`src/rtl/freq_meter_pkg.sv`:
```
// Shared state encoding, default phase lengths and timer load helper for the gate controller.
// Pure declarations; no timing or flow control of its own.
package freq_meter_pkg;

  typedef enum logic [2:0] {
    ST_IDLE   = 3'd0,
    ST_CLEAR  = 3'd1,
    ST_GATE   = 3'd2,
    ST_SETTLE = 3'd3,
    ST_LATCH  = 3'd4
  } fsm_state_e;

  localparam int unsigned DEF_GATE_CYCLES   = 32'd50_000_000;
  localparam int unsigned DEF_CLEAR_CYCLES  = 32'd2;
  localparam int unsigned DEF_SETTLE_CYCLES = 32'd4;

  // A phase of n cycles loads n-1 so the zero flag marks its last cycle.
  function automatic logic [31:0] phase_load(input int unsigned n);
    return 32'(n - 32'd1);
  endfunction

endpackage

```
`src/rtl/freq_gate_ctrl_if.sv`:
```
// Control/counter bundle between the gate controller (master) and its host and signal counter (slave).
// Level and pulse signals only; no handshake, no backpressure.
interface freq_gate_ctrl_if;

  logic        START;
  logic        CONT;
  logic [31:0] CNT_VAL;
  logic        CNT_EN;
  logic        CNT_nCLR;
  logic [31:0] RESULT;
  logic        VALID;
  logic        BUSY;

  modport master (
    input  START, CONT, CNT_VAL,
    output CNT_EN, CNT_nCLR, RESULT, VALID, BUSY
  );

  modport slave (
    output START, CONT, CNT_VAL,
    input  CNT_EN, CNT_nCLR, RESULT, VALID, BUSY
  );

endinterface

```
`src/rtl/gate_timer.sv`:
```
// 32-bit phase timer: load on phase entry, count down to zero and hold there; zero_o flags the last phase cycle.
// Load takes effect next cycle; no backpressure.
module gate_timer (
  input  logic        clk_i,
  input  logic        rst_i,
  input  logic        load_i,
  input  logic [31:0] load_val_i,
  output logic        zero_o
);

  logic [31:0] cnt_q, cnt_d;

  always_comb begin
    cnt_d = cnt_q;
    if (load_i) begin
      cnt_d = load_val_i;
    end else if (cnt_q != '0) begin
      cnt_d = cnt_q - 32'd1;
    end
  end

  always_ff @(posedge clk_i) begin
    if (rst_i) begin
      cnt_q <= '0;
    end else begin
      cnt_q <= cnt_d;
    end
  end

  assign zero_o = (cnt_q == '0);

endmodule

```
`src/rtl/freq_gate_ctrl.sv`:
```
// Frequency-meter sequencer: clear counter, open gate for GATE_CYCLES, settle, latch count into RESULT.
// VALID one cycle after LATCH; START ignored while busy, CONT sampled only in LATCH.
module freq_gate_ctrl
  import freq_meter_pkg::*;
#(
  parameter int unsigned GATE_CYCLES   = DEF_GATE_CYCLES,
  parameter int unsigned CLEAR_CYCLES  = DEF_CLEAR_CYCLES,
  parameter int unsigned SETTLE_CYCLES = DEF_SETTLE_CYCLES
) (
  input logic              CLK,
  input logic              CLR,
  freq_gate_ctrl_if.master gif
);

  fsm_state_e  state_q, state_d;
  logic        timer_load;
  logic [31:0] timer_load_val;
  logic        timer_zero;
  logic        cnt_en_q, cnt_en_d;
  logic        cnt_nclr_q, cnt_nclr_d;
  logic        valid_q;
  logic [31:0] result_q;

  gate_timer u_timer (
    .clk_i      (CLK),
    .rst_i      (CLR),
    .load_i     (timer_load),
    .load_val_i (timer_load_val),
    .zero_o     (timer_zero)
  );

  always_comb begin
    state_d = state_q;
    case (state_q)
      ST_IDLE:   if (gif.START) state_d = ST_CLEAR;
      ST_CLEAR:  if (timer_zero) state_d = ST_GATE;
      ST_GATE:   if (timer_zero) state_d = ST_SETTLE;
      ST_SETTLE: if (timer_zero) state_d = ST_LATCH;
      ST_LATCH:  state_d = gif.CONT ? ST_CLEAR : ST_IDLE;
      default:   state_d = ST_IDLE;
    endcase
  end

  // Timer reloads on every phase change, including LATCH -> CLEAR in continuous mode.
  always_comb begin
    timer_load     = (state_d != state_q);
    timer_load_val = '0;
    case (state_d)
      ST_CLEAR:  timer_load_val = phase_load(CLEAR_CYCLES);
      ST_GATE:   timer_load_val = phase_load(GATE_CYCLES);
      ST_SETTLE: timer_load_val = phase_load(SETTLE_CYCLES);
      default:   timer_load_val = '0;
    endcase
  end

  // Counter controls are decoded from the next state so the flops line up with state_q.
  always_comb begin
    cnt_en_d   = (state_d == ST_GATE);
    cnt_nclr_d = (state_d != ST_CLEAR);
  end

  always_ff @(posedge CLK) begin
    if (CLR) begin
      state_q    <= ST_IDLE;
      cnt_en_q   <= 1'b0;
      cnt_nclr_q <= 1'b1;
      valid_q    <= 1'b0;
      result_q   <= '0;
    end else begin
      state_q    <= state_d;
      cnt_en_q   <= cnt_en_d;
      cnt_nclr_q <= cnt_nclr_d;
      valid_q    <= (state_q == ST_LATCH);
      if (state_q == ST_LATCH) begin
        result_q <= gif.CNT_VAL;
      end
    end
  end

  assign gif.CNT_EN   = cnt_en_q;
  assign gif.CNT_nCLR = cnt_nclr_q;
  assign gif.RESULT   = result_q;
  assign gif.VALID    = valid_q;
  assign gif.BUSY     = (state_q != ST_IDLE);

endmodule
```
`src/flat_wrapper.sv`:
```
// flat-port wrapper written by rule: the top's interface ports become plain ports
module freq_gate_ctrl_flat import freq_meter_pkg::*;
#(
  parameter int unsigned GATE_CYCLES   = DEF_GATE_CYCLES,
  parameter int unsigned CLEAR_CYCLES  = DEF_CLEAR_CYCLES,
  parameter int unsigned SETTLE_CYCLES = DEF_SETTLE_CYCLES
)
  (CLK, CLR, gif_START, gif_CONT, gif_CNT_VAL, gif_CNT_EN, gif_CNT_nCLR, gif_RESULT, gif_VALID, gif_BUSY);
  freq_gate_ctrl_if gif_i ();
  input logic CLK;
  input logic CLR;
  input wire logic [$bits(gif_i.START)-1:0] gif_START;
  input wire logic [$bits(gif_i.CONT)-1:0] gif_CONT;
  input wire logic [$bits(gif_i.CNT_VAL)-1:0] gif_CNT_VAL;
  output wire logic [$bits(gif_i.CNT_EN)-1:0] gif_CNT_EN;
  output wire logic [$bits(gif_i.CNT_nCLR)-1:0] gif_CNT_nCLR;
  output wire logic [$bits(gif_i.RESULT)-1:0] gif_RESULT;
  output wire logic [$bits(gif_i.VALID)-1:0] gif_VALID;
  output wire logic [$bits(gif_i.BUSY)-1:0] gif_BUSY;
  assign gif_i.START = gif_START;
  assign gif_i.CONT = gif_CONT;
  assign gif_i.CNT_VAL = gif_CNT_VAL;
  assign gif_CNT_EN = gif_i.CNT_EN;
  assign gif_CNT_nCLR = gif_i.CNT_nCLR;
  assign gif_RESULT = gif_i.RESULT;
  assign gif_VALID = gif_i.VALID;
  assign gif_BUSY = gif_i.BUSY;
  freq_gate_ctrl #(.GATE_CYCLES(GATE_CYCLES), .CLEAR_CYCLES(CLEAR_CYCLES), .SETTLE_CYCLES(SETTLE_CYCLES)) u_core (.CLK(CLK), .CLR(CLR), .gif(gif_i));
endmodule
```
`config.mk`:
```
export PLATFORM = sky130hd
export DESIGN_NAME = freq_gate_ctrl_flat
export DESIGN_NICKNAME = d
export VERILOG_FILES = /design/src/rtl/freq_meter_pkg.sv /design/src/rtl/freq_gate_ctrl_if.sv /design/src/rtl/gate_timer.sv /design/src/rtl/freq_gate_ctrl.sv /design/src/flat_wrapper.sv
export SDC_FILE = /design/constraint.sdc
export NUM_CORES = 1
export LEC_CHECK = 0
export ABC_CLOCK_PERIOD_IN_PS = 3000
export BUFFER_PORTS_ARGS = -buffer_cell sky130_fd_sc_hd__buf_2
export CAP_MARGIN = 20
export CORE_UTILIZATION = 49
export CTS_CLUSTER_DIAMETER = 50
export DETAILED_ROUTE_END_ITERATION = 10
export GPL_TIMING_DRIVEN = 0
export PLACE_DENSITY = 0.84
export SKIP_LAST_GASP = 1
export SYNTH_ARGS = -nofsm -noshare
export SYNTH_HDL_FRONTEND = slang
export SYNTH_HIERARCHICAL = 1
export SYNTH_SLANG_ARGS = --single-unit
```
`constraint.sdc`:
```
create_clock -name CLK -period 3 [get_ports CLK]
set_input_delay 0.15 -clock CLK [delete_from_list [all_inputs] [get_ports CLK]]
set_output_delay 0.15 -clock CLK [all_outputs]
set_load 0.005 [all_outputs]
```
==> metrics.yaml <==
synth.most_common_cell: "dfxtp_1"
vias: 3070
area_growth_syn_to_layout_pct: 29.5
clock_sinks: 70
final.min_clock_period_ns: 3.07
diodes: 0
start_util: 0.517
slew_headroom: 0.565
synth.largest_area_cell: "dfxtp_1"
drv_slew: 0
first_pass_iters: 7
crit_arrival_ns: 3.37
setup_viol: 8
ff2ff_setup_slack_ns: -0.07
syn_area_mm2: 0.00334
placementRows: 29
wl_um: 8900
die_x_um: 84.5
place_congestion: 0.869
core_mm2: 0.00646
p_int_w: 0.00168
fin_crit_sh: 1.02
avgSynthCellArea_um2: 9.45
leakage_nw: 1.87
ys_seq_elements: 70
r2r_start: "u_core/u_timer/cnt_q[17]"
grt_pass1_wl_um: 14500
vias_per_cell: 5.61
synth_commonest_cells: "70 x dfxtp_1, 45 x nor2_1, 32 x mux2i_1, 26 x nand2_1, 14 x nor4_1"
clkTransAtPathRegs_ns: 0.08
fin_nets: 502
cp_common_cell: "or4_4"
place_ws_ns: -0.718
ys_types: 50
clock-root-buffer: "clkbuf_8"
clk_latency_ns: 0.35
total_power_w: 0.00241
yosys_most_used_dff: "dfxtp_1"
antenna_found_initial: 0
io_pins: 72
tritoncts: "done"
route.detailed.drc: 2
clock_skew_ns: 0.0127
hold_viol_final: 0
power_switching_w: 0.000735
synth_edf_count: 0
combPwrFrac: 0.216
reg2reg_to: "u_core/u_timer/cnt_q[21]"
rsz0062_at_grt: "yes"
antenna_left: 0
wl_per_cell_um: 16.3
synth.top_cell.area_share: 0.420
drt_iter0_drc: 143
timing.fmax_mhz: 326
synth_warnings: 6
cts_made_buffers: 9
worstSetupEndpoint: "u_core/u_timer/cnt_q[21]"
outcome: "finished, violations left"
crit_path_cell_trace: "or4_4 > or4_4 > or4_4 > clkinv_8 > buf_4 > nand3b_1 > a21oi_4 > buf_6 > nand2b_1 > o211a_1"
critPathKind: "flip-flop to flip-flop"
drive_gt1_frac: 0.338
synthArstFlopShare: 0
netlist_top_cells_area: "dfxtp_1 42%, mux2i_1 9.6%, nor2_1 5.1%"
crit_fanout: 6
grt_usage: 0.259
swShare: 0.305
seqPwrFrac: 0.431
tightest_slew_ns: 0.652
final_cell_count_no_fill: 547
max_stage_delay_ns: 0.56
fp.dieH_um: 84.5
synth_cells: 353
hold_class: "primary input to flip-flop"
cp.required_ns: 3.30
n_fill_cell: 490
grt_pass1_vias: 3085
cp-startpoint: "u_core/u_timer/cnt_q[17]"
cap_violations: 0
setup_tns_ns: -0.135
r2r_cells: 10
crit_path_end_kind: "flip-flop"
final_core_util: 0.669
die-area_mm2: 0.00714
slowest_stage: "or4_4"
htreeDepth: 3
startpoint_type: "flip-flop"
grt-ovfl-total: 0
dp_cells: 514
p_per_area_mw_per_mm2: 558
ir_drop_v: 0.000370
io_buffers: 71
pwr-share-clk: 0.353
ys_seq_area_frac: 0.420
clockBufferDepth: 2
violations: "design-rule violations, negative setup slack"
detailed_place_hpwl_um: 5360
grt_max_degree: 14
finalWorstSetupSlack_ns: -0.0694
## through the flow
step / instance area, um^2 / hold WS, ns
3_5_place_dp: 3850 / 0.392
5_1_grt: 4320 / 0.0329
6_report: 4320 / 0.0304
4_1_cts: 4340 / 0.0178
2_1_floorplan: 3400 / 0.252
3_3_place_gp: 3850 / 0.384
## power groups by stage
stage          Clock (W)  Combinational (W)  Sequential, W
2_1_floorplan          0           0.000335        0.00104
6_report        0.000852           0.000521        0.00104
3_5_place_dp           0           0.000438        0.00105
4_1_cts         0.000859           0.000500        0.00104
5_1_grt         0.000900           0.000568        0.00105
3_3_place_gp           0           0.000424        0.00105
## cell usage in the layout (no fill, tap or decap), drive strengths merged, types with 6 or more instances in the layout
cell	synthesis	routed
a21oi	9	9
buf	10	101
clkbuf	13	19
conb	1	14
dfxtp	70	70
inv	8	9
mux2i	32	32
nand2	26	26
nand2b	6	6
nand3	7	7
nor2	45	45
nor3	7	7
nor4	14	14
o211a	10	10
o21ai	19	19
or3	9	9
or4	10	10
xnor2	13	13
xor2	8	8
## area by class of cell
cell class | instances | area (um^2) | area share
clock buffer | 9 | 124 | 0.0287
timing repair buffer | 90 | 522 | 0.121
multi-input combinational | 264 | 1840 | 0.427
clock inverter | 7 | 96.3 | 0.0223
buffer | 21 | 185 | 0.0429
tap | 77 | 96.3 | 0.0223
inverter | 9 | 46.3 | 0.0107
sequential | 70 | 1410 | 0.326
## flip-flops by register name, indices dropped and copies added, names as in the netlist
name / flops
u_core/gif.VALID: 1
u_core/gif.CNT_nCLR: 1
u_core/gif.CNT_EN: 1
u_core/gif.RESULT: 32
u_core/state_q: 3
u_core/u_timer/cnt_q: 32
## worst min-delay path by stage
stage,startpoint,end,slack (ns),cells past startpoint
2_1_floorplan,CLR,u_core/gif.CNT_nCLR,0.25,1
3_3_place_gp,gif_CNT_VAL[7],u_core/gif.RESULT[7],0.38,3
3_5_place_dp,gif_CNT_VAL[19],u_core/gif.RESULT[19],0.39,3
4_1_cts,gif_CNT_VAL[4],u_core/gif.RESULT[4],0.02,3
5_1_grt,gif_CNT_VAL[4],u_core/gif.RESULT[4],0.03,3
6_report,gif_CNT_VAL[4],u_core/gif.RESULT[4],0.03,3
## worst max-delay path: cells and delay by family, from the launching register on
kind                   cells  cell delay (ns)
AOI/OAI and AO/OA          2             0.41
DFF                        1             0.35
and+or+nand+nor            5             1.88
buffers and inverters      3             0.37
## kinds of logic after synthesis
logic type | Yosys count | synth area share
adders and majority gates | 1 | 0.00375
muxes | 33 | 0.0994
DFF | 70 | 0.420
other | 1 | 0.00112
and+or+nand+nor | 140 | 0.220
AOI/OAI and AO/OA | 55 | 0.135
buffers and inverters | 32 | 0.0660
xor gates and xnor gates | 21 | 0.0551
## layer usage
layer | vias up | GRT usage | part of all wire
met2 | 105 | 0.461 | 0.52
met4 | 0 | 0.159 | 0.031
met1 | 1463 | 0.284 | 0.40
li1 | 1471 | - | -
met3 | 31 | 0.0511 | 0.052
met5 | - | 0 | 0
## what timing repair did
action / in CTS / in global routing
resized for setup: 22 / 16
endpoints found under the hold margin: 0 / 0
pin swaps: 2 / 14
setup endpoints to repair: 29 / 29
buffers inserted: 19 / 2
hold buffers: 0 / 0
cloned: 1 / 0
No activity file was read; power rests on OpenSTA's default activity.
